$ cat src/rtl/alarm_trigger.sv
// alarm_trigger: alarm-time comparator and ring controller; snooze logic is built only when ALARM_SNOOZE_EN is defined
module alarm_trigger #(
    parameter int unsigned SNOOZE_S       = 300,
    parameter int unsigned RING_TIMEOUT_S = 600,
    parameter int unsigned MAX_SNOOZE     = 3
) (
    input  logic       clk,
    input  logic       rst,
    input  logic       sec_tick,
    input  logic [4:0] cur_hr,
    input  logic [5:0] cur_min,
    input  logic [4:0] alm_hr,
    input  logic [5:0] alm_min,
    input  logic       alarm_en,
    input  logic       stop_btn,
    input  logic       snooze_btn,
    output logic       alarm,
    output logic [1:0] state,
    output logic [1:0] snooze_used
);
    typedef enum logic [1:0] {DISARMED = 2'd0, ARMED = 2'd1, RINGING = 2'd2, SNOOZED = 2'd3} state_t;
    localparam logic [9:0] RING_LOAD = 10'(RING_TIMEOUT_S);
    state_t     state_q, state_d;
    logic       match, match_q, match_rise;
    logic [9:0] ring_q, ring_d;
    logic       ring_exp, alarm_q;
    logic       snz_go, snz_exp;
    logic [1:0] used_q;
    assign match      = (cur_hr == alm_hr) && (cur_min == alm_min) && (alm_hr <= 5'd23) && (alm_min <= 6'd59);
    assign match_rise = match && !match_q;
    assign ring_exp   = sec_tick && (ring_q <= 10'd1);
`ifdef ALARM_SNOOZE_EN
    localparam logic [9:0] SNZ_LOAD = 10'(SNOOZE_S);
    localparam logic [1:0] MAX_U    = 2'(MAX_SNOOZE);
    logic [9:0] snz_q, snz_d;
    logic [1:0] used_d;
    assign snz_go  = snooze_btn && (used_q < MAX_U);
    assign snz_exp = sec_tick && (snz_q <= 10'd1);
    // snooze countdown and per-event snooze tally, driven by the state transitions taken
    always_comb begin
        used_d = (state_q == ARMED && state_d == RINGING) ? 2'd0 :
                 (state_q == RINGING && state_d == SNOOZED) ? used_q + 2'd1 : used_q;
        snz_d  = (state_q == RINGING && state_d == SNOOZED) ? SNZ_LOAD :
                 (state_q == SNOOZED && sec_tick && snz_q != 10'd0) ? snz_q - 10'd1 : snz_q;
    end
    // snooze registers
    always_ff @(posedge clk) begin
        if (rst) begin
            snz_q  <= '0;
            used_q <= '0;
        end else begin
            snz_q  <= snz_d;
            used_q <= used_d;
        end
    end
`else
    logic unused_snooze;
    assign unused_snooze = ^{snooze_btn, SNOOZE_S != 0, MAX_SNOOZE != 0};
    assign snz_go        = 1'b0;
    assign snz_exp       = 1'b0;
    assign used_q        = 2'd0;
`endif
    // next-state and ring counter: disarm beats stop beats snooze beats expiry beats match
    always_comb begin
        state_d = state_q;
        ring_d  = ring_q;
        if (!alarm_en) begin
            state_d = DISARMED;
        end else begin
            case (state_q)
                DISARMED: state_d = ARMED;
                ARMED: begin
                    if (!stop_btn && match_rise) begin
                        state_d = RINGING;
                        ring_d  = RING_LOAD;
                    end
                end
                RINGING: begin
                    state_d = stop_btn ? ARMED : snz_go ? SNOOZED : ring_exp ? ARMED : RINGING;
                    ring_d  = (sec_tick && ring_q != 10'd0) ? ring_q - 10'd1 : ring_q;
                end
                SNOOZED: begin
                    if (stop_btn) begin
                        state_d = ARMED;
                    end else if (snz_exp) begin
                        state_d = RINGING;
                        ring_d  = RING_LOAD;
                    end
                end
                default: state_d = DISARMED;
            endcase
        end
    end
    // state, ring counter, match history and registered ring request
    always_ff @(posedge clk) begin
        if (rst) begin
            state_q <= DISARMED;
            ring_q  <= '0;
            match_q <= 1'b0;
            alarm_q <= 1'b0;
        end else begin
            state_q <= state_d;
            ring_q  <= ring_d;
            match_q <= match;
            alarm_q <= (state_d == RINGING);
        end
    end
    assign alarm       = alarm_q;
    assign state       = state_q;
    assign snooze_used = used_q;
endmodule
$ cat config.mk
export PLATFORM = sky130hd
export DESIGN_NAME = alarm_trigger
export DESIGN_NICKNAME = d
export VERILOG_FILES = /design/src/rtl/alarm_trigger.sv
export SDC_FILE = /design/constraint.sdc
export NUM_CORES = 1
export LEC_CHECK = 0
export CAP_MARGIN = 30
export CORE_MARGIN = 2
export CORE_UTILIZATION = 28
export CTS_CLUSTER_SIZE = 10
export DETAILED_ROUTE_END_ITERATION = 12
export PLACE_DENSITY = 0.58
export SLEW_MARGIN = 20
export SYNTH_ARGS = -nofsm -noshare
export SYNTH_HDL_FRONTEND = slang
export SYNTH_SLANG_ARGS = --single-unit
$ cat constraint.sdc
create_clock -name clk -period 2 [get_ports clk]
set_input_delay 0.2 -clock clk [delete_from_list [all_inputs] [get_ports clk]]
set_output_delay 0.2 -clock clk [all_outputs]
set_load 0.1 [all_outputs]
# Word-level counts from Yosys, hierarchy flattened
# Cells that the tools add are included.
dict set report op_classes {
  add_sub_neg 1
  mul 0
  div 0
  order_cmp 3
  n_eq_ne 8
  shift 0
  mux 9
  n_bitwise 0
  reduce_logical 13
}
# op n
set op_table {}
lappend op_table {{$mux 10} 2}
lappend op_table {{$pmux 10 s2} 1}
lappend op_table {{$le 10x1->1 const B} 1}
lappend op_table {{$mux 2} 5}
lappend op_table {{$reduce_bool 10->1} 1}
lappend op_table {{$sub 10x1->10 const B} 1}
lappend op_table {{$pmux 2 s4} 1}
lappend op_table {{$logic_and 1x1->1} 7}
lappend op_table {{$eq 2x2->1 const B} 3}
lappend op_table {{$eq 6x6->1} 1}
lappend op_table {{$le 6x6->1 const B} 1}
lappend op_table {{$eq 5x5->1} 1}
lappend op_table {{$le 5x5->1 const B} 1}
lappend op_table {{$ne 2x2->1 const B} 2}
lappend op_table {{$reduce_and 4->1} 1}
lappend op_table {{$eq 2x1->1 const B} 1}
lappend op_table {{$logic_not 1->1} 2}
lappend op_table {{$logic_not 2->1} 1}
lappend op_table {{$reduce_bool 2->1} 1}
dict set report word_totals {
  regBits 14
  latch_bits 0
  mem_bits_rw 0
  mem_bits_ro 0
  in_bits 28
  elab_cells 38
  mem_count 0
}

# Depth between registers and ports, before layout
# Gate-level depths: netlist of the first run.
dict set report logic_depth {
  word_depth 10
  mapped_depth 7
  mapped_depth_nobuf 7
}

# Least setup slack after synthesis of the first run
# Ideal clock, no wire load.
dict set report synth_timing {
  path_type {reg-to-reg}
  from {register state_q[1], in the netlist state[1]}
  to {register ring_q[1]}
  setup_time_ns 0.071
  arrival_ns 2.200
  slack_ns -0.271
  path_stages_with_launch 6
  period_less_slack_ns 2.271
  path_cell_list {dfxtp_1 -> and2b_1 -> and3_1 -> o31ai_4 -> or4b_1 -> a21oi_1}
}
dict set report synth_via {
  elab_chain_len 3
  word_cells_on_any_way 7
  cone_classes {eq/ne (4); mux (1); reduce/logical (2)}
}
# element line
set synth_rtl {}
lappend synth_rtl {{from (decl)} 23} ;# state_t state_q, state_d;
lappend synth_rtl {{from (signal assigned)} 102} ;# state_q <= state_d;
lappend synth_rtl {{$eq 2x2->1 / $eq 2x1->1 (equally long branches)} 70} ;# case (state_q)
lappend synth_rtl {{$ne 2x2->1 (no source line) / $reduce_bool 2->1 (equally long branches)} -}
lappend synth_rtl {{$reduce_and 4->1 (no source line)} -}
lappend synth_rtl {{to (signal assigned)} 103} ;# ring_q <= ring_d;
lappend synth_rtl {{to (decl)} 25} ;# logic [9:0] ring_q, ring_d;
# Parallel ways exist; a longest one is shown, timed or not.
# A chain may end at the register's enable or synchronous reset.

# Worst setup path after layout of the first run
dict set report layout_timing {
  from {register ring_q[1]}
  to {register ring_q[4]}
}
dict set report layout_via {
  elab_chain_len 4
  word_cells_on_any_way 7
  cone_classes {add/sub (1); eq/ne (1); mux (2); reduce/logical (3)}
}
# element
set layout_rtl {}
lappend layout_rtl {{parallel branches: the longest is 4 deep, another holds $sub 10x1->10}}
# Several ways; the timed one is not identified. The select of a mux whose other input is x is not followed.

==> flow_summary.yaml, run 1 <==
detailed_routing:
  first_iter_violations: 49
  finalWirelength_mm: 2.65
  post-route-drc-count: 0
  post_drt_wl_per_cell_um: 12.9
  routed-via-count: 1056
  via_per_inst: 5.13
  ant_nets: 0
  firstDrtPassIters: 4
setup_path:
  worstSetupPathType: "reg -> reg"
  reg2reg_from: "ring_q[1]"
  required_ns: 2.18
  path_max_fanout: 4
  reg2reg_depth: 6
  end_kind: "flip-flop"
  cp_data_arrival_time_ns: 2.02
  startpoint: "ring_q[1]"
  startpoint_type: "flip-flop"
logic_synthesis:
  synth_edf_count: 0
  synth_ff_type: "dfxtp_1"
  synth.distinct_cells: 46
  ys_ff_latch: 14
  avgSynthCellArea_um2: 8.27
  synthCells: 118
  yosysTopAreaCell: "dfxtp_1"
  ys_async_sr_fraction_pct: 0
  yosysWarnings: 0
  yosysSeqAreaShare_pct: 28.7
  synth_top_area_share_pct: 28.7
  syn-cell-area_um2: 976
  synthTopCellsByArea: "dfxtp_1 (29%), xor2_1 (7.2%), inv_1 (3.8%), a21oi_1 (3.6%), o311ai_2 (3.3%)"
sta:
  rsz0062_at_grt: "no"
  slew_headroom_pct: 62.9
  slew_violations: 0
  setup_viol: 0
  fin_skew_ns: 0.00220
  worstMarginPinSlew_ns: 0.551
  final_hold_viol_count: 0
  worst_slack_ns: 0.156
  timing.final.crit_share_pct: 92.2
  clock.fmax_mhz: 542
  min_period_ns: 1.84
floorplanning:
  core.rowCount: 21
  io_pins: 33
  die_x_um: 63.0
  start_util_pct: 29.2
  die_area_um2: 3970
  fp.dieH_um: 63.0
  fp.coreArea_um2: 3340
finish:
  nets: 191
  design_area_um2: 1440
  multi_input_area_um2: 663
  antenna_cells: 0
  layout_common_cells: "clkdlybuf4s50_1 (26), buf_4 (14), dfxtp_1 (12)"
  final_common_cell: "clkdlybuf4s50_1"
  syn2layout_area_growth_pct: 47.8
  layout-drive-gt1-share_pct: 18.1
  seqCellArea_um2: 283
  fillCellCount: 361
worst_hold_path:
  hold_start: "ring_q[9]"
  hold_class: "reg -> reg"
  hold_depth: 1
global_route:
  grt_pass1_vias: 1069
  grt_use_total_pct: 14.7
  antenna_found_initial: 0
  grt_max_degree: 12
  overflow: 0
  grt_pass1_wl_mm: 4.70
clock_tree:
  cts_sinks: 14
  clk_latency_ns: 0.29
  path_clk_slew_ns: 0.09
  post_cts_buffers: 0
  ctsRootBufferMaster: "clkbuf_4"
  ctsHtreeMaxLevel: 1
  clockBufferDepth: 2
  cts_buffers: 3
  cts_tree: "built"
flow_run:
  drv_cap: 0
placement:
  port_buffers: 29
  placed_area_um2: 1390
  place_ws_ns: -0.0689
  gp_congestion: 0.826
  post-dp-hpwl_mm: 2.22
pwr:
  p_leak_nw: 0.534
  p_total_mw: 0.627
  power_density_nw_per_um2: 435
  peakVddDrop_mv: 0.301
run_status:
  outcome: "finished clean"
logic make-up (layout without fill, tap and decap cells):
group           Yosys count  after routing  synth area share, %
compound gates           33             33                 26.5
xor+xnor                  9              9                 8.08
fa+ha+maj                 2              2                 2.56
buf+inv                  13             54                 5.77
flops                    14             14                 28.7
other cells               1              2                0.384
simple gates             46             46                 27.9
through the flow:
step | utilization [%] | hold slack [ns] | cells | TNS, ns
after floorplan | - | 0.379 | 119 | 0
after global placement | 41.5 | 0.452 | 202 | -0.0175
after detailed placement | 41.5 | 0.453 | 202 | -0.113
after CTS | 42.6 | 0.469 | 206 | 0
after global routing | 43.2 | 0.487 | 206 | 0
final | 43.2 | 0.470 | 206 | 0
timing repair:
action | 4_1_cts | 5_1_grt
endpoints found under the hold margin | 0 | 0
endpoints found under the setup margin | 0 | 7
hold buffers | 0 | 0
gates resized for setup | 0 | 3
area by class of cell:
type                    instances  area share (%)
clock buffers                   4            2.52
inverters                      10            2.60
well taps                      46            3.99
multi-input cells              92            46.0
flip-flops and latches         14            19.6
repair buffers                 40            25.3
path summary, 6_finish.rpt:
path | end | slack, ns
setup / recovery | ring_q[4] | 0.16
hold reg to reg | ring_q[9] | 0.47
setup reg to reg | ring_q[4] | 0.16
hold / removal | ring_q[9] | 0.47
Yosys cell counts (2+ instances only):
master and number:
buf_4 2, o41ai_1 2, ha_1 2, xor2_1 8, nor2b_1 3, nand3_1 3, o21ai_0 4, inv_1 10
nor2_1 8, o311ai_1 2, nand2_1 6, nand3b_1 2, o311ai_2 2, a21oi_1 7, dfxtp_1 14, nand2b_1 5
nor4_1 3, o211ai_1 2, a31oi_1 3, nand4_1 2, nor3_1 3
registers in the layout (all words and copies together) (netlist names):
| signal | cells |
|---|---|
| ring_q | 10 |
| state | 2 |
| alarm | 1 |
| match_q | 1 |
power by group:
part / internal, mW / total [mW] / switching [mW] / leakage (nW)
Clock: 0.111 / 0.214 / 0.103 / 0.0210
Sequential: 0.280 / 0.281 / 0.00160 / 0.114
Combinational: 0.0695 / 0.132 / 0.0621 / 0.399
Total: 0.460 / 0.627 / 0.167 / 0.534
metal layers:
| metal | track usage, % | share of wire (%) | up-vias |
|---|---|---|---|
| li1 | - | - | 519 |
| met1 | 17.0 | 41 | 487 |
| met2 | 26.7 | 51 | 46 |
| met3 | 3.78 | 7.4 | 4 |
| met4 | 3.33 | 0.57 | 0 |
| met5 | 0 | 0 | - |
critical path, stage by stage, from the launching register on:
cell	delay [ns]
dfxtp_1	0.32
inv_1	0.07
ha_1	0.15
or3b_4	0.43
o311ai_4	0.34
o31a_1	0.31
a21boi_0	0.11
Power figures use the tool's default switching activity.
==> run 2, diff against run 1 <==
--- a/config.mk
+++ b/config.mk
@@ -10,7 +10,8 @@
 export CORE_UTILIZATION = 28
 export CTS_CLUSTER_SIZE = 10
 export DETAILED_ROUTE_END_ITERATION = 12
-export PLACE_DENSITY = 0.58
+export PLACE_DENSITY = 0.56
+export SETUP_SLACK_MARGIN = 0.15
 export SLEW_MARGIN = 20
 export SYNTH_ARGS = -nofsm -noshare
 export SYNTH_HDL_FRONTEND = slang
==> constraint.sdc (replaced) <==
create_clock -name clk -period 1.9 [get_ports clk]
set_input_delay 0.19 -clock clk [delete_from_list [all_inputs] [get_ports clk]]
set_output_delay 0.19 -clock clk [all_outputs]
set_load 0.1 [all_outputs]
==> run 2 against run 1 <==
Against the previous run: combinational power up 8%; cell area rose by 9.6%; critical path depth decreased by 1; worst setup slack got worse by 0.069 ns; highest routed layer unchanged; core utilization is 4.2 points higher; die area unchanged; first-iteration DRC count shrank 31%; maximum frequency rose by 1.7%; cell count is 4.4% higher; register-to-register slack got worse by 0.07 ns; routed wire length rose by 11%; total power decreased by 0.47%.
==> flow_summary.yaml, run 2 (synthesized netlist as in run 1, its figures left out) <==
run_status:
  outcome: "finished clean"
sta:
  setup_viol: 0
  fin_skew_ns: 0.00778
  clock.fmax_mhz: 552
  timing.final.crit_share_pct: 95.4
  fin_hold_ws_ns: 0.479
  min_period_ns: 1.81
  slew_violations: 0
  tns_ns: 0
  rsz0062_at_grt: "yes"
  final_hold_viol_count: 0
  worst_slack_ns: 0.0878
placement:
  dp.cells: 203
  place_ws_ns: -0.127
  port_buffers: 29
  placed_area_um2: 1420
  gp_congestion: 0.883
  post-dp-hpwl_mm: 2.31
clock_tree:
  cts_tree: "built"
  ctsHtreeMaxLevel: 1
  cts_buffers: 3
  clk_latency_ns: 0.29
  holdBufCountCts: 0
  path_clk_slew_ns: 0.09
  clockBufferDepth: 2
  ctsRootBufferMaster: "clkbuf_4"
  cts_sinks: 14
finish:
  largest_register_ff_count: 10
  layout_common_cells: "clkdlybuf4s50_1 (26), buf_4 (21), dfxtp_1 (9)"
  syn2layout_area_growth_pct: 62.1
  stdcell_count: 215
  final_common_cell: "clkdlybuf4s50_1"
  fillCellCount: 334
  finalCoreUtilization_pct: 47.4
  layout-drive-gt1-share_pct: 31.4
  top_register: "ring_q"
  design_area_um2: 1580
  nets: 200
  antenna_cells: 0
setup_path:
  worstSetupPathType: "reg -> reg"
  startpoint: "ring_q[7]"
  cp_num_buf_inv: 1
  worstPathCellList: "or4_4 > o311ai_4 > o31a_1 > buf_6 > o41ai_1"
  required_ns: 2.08
  path_max_fanout: 4
  end_kind: "flip-flop"
  reg2reg_from: "ring_q[7]"
  critPathMaxStageDelay_ns: 0.59
  startpoint_type: "flip-flop"
  cp_data_arrival_time_ns: 1.99
  critPathSlowestCell: "or4_4"
  crit_family: "compound AO/OA/AOI/OAI gates"
pwr:
  p_total_mw: 0.624
  peakVddDrop_mv: 0.179
  power_density_nw_per_um2: 395
  p_leak_nw: 0.589
detailed_routing:
  firstDrtPassIters: 4
  routed-via-count: 1081
  post-route-drc-count: 0
  post_drt_wl_per_cell_um: 13.7
  finalWirelength_mm: 2.94
  via_per_inst: 5.03
  first_iter_violations: 34
  ant_nets: 0
global_route:
  grt_use_total_pct: 15.3
  antenna_found_initial: 0
  overflow: 0
  grt_max_degree: 10
  grt_pass1_vias: 1059
  grt_pass1_wl_mm: 4.74
floorplanning:
  core.rowCount: 21
  fp.dieH_um: 63.0
  start_util_pct: 29.2
  die_area_um2: 3970
  io_pins: 33
  fp.coreArea_um2: 3340
  die_x_um: 63.0
flow_run:
  drv_cap: 0
worst_hold_path:
  hold_start: "ring_q[9]"
  hold_class: "reg -> reg"
==> run 2: path summary, 6_finish.rpt <==
check / slack, ns / to / cells past startpoint
worst max register to register: 0.09 / ring_q[9] / 5
worst min register to register: 0.48 / ring_q[9] / 1
worst max-delay path: 0.09 / ring_q[9] / 5
worst min-delay path: 0.48 / ring_q[9] / 1
==> run 2: power by group <==
group          switching (mW)  internal (mW)
Combinational          0.0677         0.0752
Sequential            0.00173          0.292
Clock                   0.111         0.0765
Total                   0.181          0.444
==> run 2: timing repair <==
item,in CTS,in global routing
setup endpoints to repair,8,12
pin swaps,5,11
resized for setup,6,12
setup buffers,3,5
==> run 2: cell type report <==
cell class	count	area (um2)	area share (%)
multi-input combinational	92	728	46.0
clock buffer	3	22.5	1.42
clock inverter	1	3.75	0.237
tap	46	57.6	3.64
inverter	10	37.5	2.37
timing repair buffer	49	440	27.8
sequential	14	292	18.4
==> run 2: routing by layer <==
metal | track usage, % | share of wire (%) | up-vias
met2 | 26.9 | 52 | 31
met1 | 17.9 | 43 | 514
li1 | - | - | 531
met4 | 7.50 | 1.8 | 0
met5 | 0 | 0 | -
met3 | 2.34 | 3.6 | 5
==> run 3, diff against run 2 <==
==> constraint.sdc (replaced) <==
create_clock -name clk -period 2.2 [get_ports clk]
set_input_delay 0.22 -clock clk [delete_from_list [all_inputs] [get_ports clk]]
set_output_delay 0.22 -clock clk [all_outputs]
set_load 0.1 [all_outputs]
==> run 3 against run 2 <==
Against the previous run: first-iteration DRC count is 130% higher; count of clock-buffer cells in the layout stayed put; register-to-register slack better by 0.17 ns; largest cell class unchanged; maximum frequency is 6.8% lower; global-route usage is 1.8 points lower; die area stayed put; total power is 16% lower; worst setup slack better by 0.17 ns.
==> flow_summary.yaml, run 3 (synthesized netlist as in run 1, its figures left out) <==
sta:
  slew_headroom_pct: 64.4
  worstMarginPinSlew_ns: 0.530
  worst_slack_ns: 0.255
  tns_ns: 0
  fin_skew_ns: 0.00594
  slew_violations: 0
  clock.fmax_mhz: 514
  final_hold_viol_count: 0
  min_period_ns: 1.94
  timing.final.crit_share_pct: 88.4
  setup_viol: 0
  rsz0062_at_grt: "no"
global_route:
  grt_use_total_pct: 13.5
  overflow: 0
  antenna_found_initial: 0
  grt_pass1_wl_mm: 4.31
  grt_pass1_vias: 1033
  grt_max_degree: 14
finish:
  largest_register_ff_count: 10
  syn2layout_area_growth_pct: 39.5
  nets: 183
  multi_input_area_um2: 656
  fillCellCount: 357
  layout-drive-gt1-share_pct: 12.6
  antenna_cells: 0
  layout_common_cells: "clkdlybuf4s50_1 (26), dfxtp_1 (12), inv_1 (10)"
  finalCoreUtilization_pct: 40.8
  top_register: "ring_q"
  seqCellArea_um2: 283
  final_common_cell: "clkdlybuf4s50_1"
worst_hold_path:
  hold_class: "reg -> reg"
  hold_depth: 1
clock_tree:
  path_clk_slew_ns: 0.09
  clk_latency_ns: 0.29
  holdBufCountCts: 0
  cts_sinks: 14
  cts_tree: "built"
  ctsHtreeMaxLevel: 1
  ctsRootBufferMaster: "clkbuf_4"
  post_cts_buffers: 0
  cts_buffers: 3
  clockBufferDepth: 2
setup_path:
  critPathMaxStageDelay_ns: 0.43
  worstPathCellList: "inv_1 > ha_1 > or3b_4 > o311ai_4 > nand2b_1 > or4_1 > o311ai_1"
  crit_family: "simple AND/OR/NAND/NOR gates"
  cp_data_arrival_time_ns: 2.15
  required_ns: 2.40
  worstSetupPathType: "reg -> reg"
  cp.depth: 7
  critPathSlowestCell: "dfxtp_1"
  path_max_fanout: 6
  end_kind: "flip-flop"
  startpoint_type: "flip-flop"
  reg2reg_depth: 7
  cp_num_buf_inv: 1
placement:
  gp_congestion: 0.811
  place_ws_ns: 0.104
  post-dp-hpwl_mm: 2.06
  port_buffers: 29
detailed_routing:
  finalWirelength_mm: 2.56
  ant_nets: 0
  post_drt_wl_per_cell_um: 13.0
  routed-via-count: 1011
  via_per_inst: 5.13
  first_iter_violations: 78
  post-route-drc-count: 0
  firstDrtPassIters: 4
flow_run:
  drv_cap: 0
pwr:
  p_total_mw: 0.525
  power_density_nw_per_um2: 385
  p_leak_nw: 0.480
  peakVddDrop_mv: 0.130
floorplanning:
  io_pins: 33
  fp.coreArea_um2: 3340
  start_util_pct: 29.2
  die_area_um2: 3970
  fp.dieH_um: 63.0
  die_x_um: 63.0
  core.rowCount: 21
run_status:
  outcome: "finished clean"
==> run 3: changes by cell type in the layout (fill, tap and decap cells not counted), moves of 2 or more <==
cell | before | now
inv_1 | 8 | 10
buf_4 | 21 | 6
a21oi_2 | 2 | 0
buf_6 | 2 | 0
dfxtp_4 | 2 | 0
dfxtp_1 | 9 | 12
a21oi_1 | 5 | 7
o311ai_1 | 0 | 2
inv_2 | 2 | 0
o311ai_2 | 3 | 1
==> run 3: metrics by stage <==
| stage | instance area, um2 | std cells | hold slack (ns) |
|---|---|---|---|
| final | 1360 | 197 | 0.464 |
| after floorplan | 982 | 119 | 0.399 |
| after global routing | 1360 | 197 | 0.493 |
| after CTS | 1350 | 197 | 0.467 |
| after global placement | 1330 | 194 | 0.453 |
| after detailed placement | 1330 | 194 | 0.454 |
==> run 3: area by class of cell <==
class	instances	area share [%]
clock buffer	3	1.65
tap	46	4.23
timing repair buffer	32	22.4
sequential	14	20.8
inverter	10	2.76
multi-input combinational	92	48.2
==> run 3: power by group <==
part | leakage, nW | switching [mW] | internal [mW]
Sequential | 0.114 | 0.00134 | 0.254
Combinational | 0.353 | 0.0558 | 0.0610
Clock | 0.0138 | 0.0887 | 0.0636
==> run 3: final timing paths <==
kind         startpoint   endpoint  slack (ns)
max reg2reg   ring_q[0]  ring_q[8]        0.26
min reg2reg   ring_q[9]  ring_q[9]        0.46
min           ring_q[9]  ring_q[9]        0.46
max           ring_q[0]  ring_q[8]        0.26
==> run 3: layer usage <==
| metal | track usage [%] | vias up | share of wire (%) |
|---|---|---|---|
| li1 | - | 501 | - |
| met1 | 16.0 | 473 | 45 |
| met3 | 2.70 | 2 | 5.7 |
| met4 | 4.17 | 0 | 0.39 |
| met5 | 0 | - | 0 |
| met2 | 24.1 | 35 | 49 |
==> run 3: what timing repair did <==
action / in CTS / in global routing
setup endpoints to repair: 0 / 8
gates resized for setup: 0 / 2
hold endpoints to repair: 0 / 0
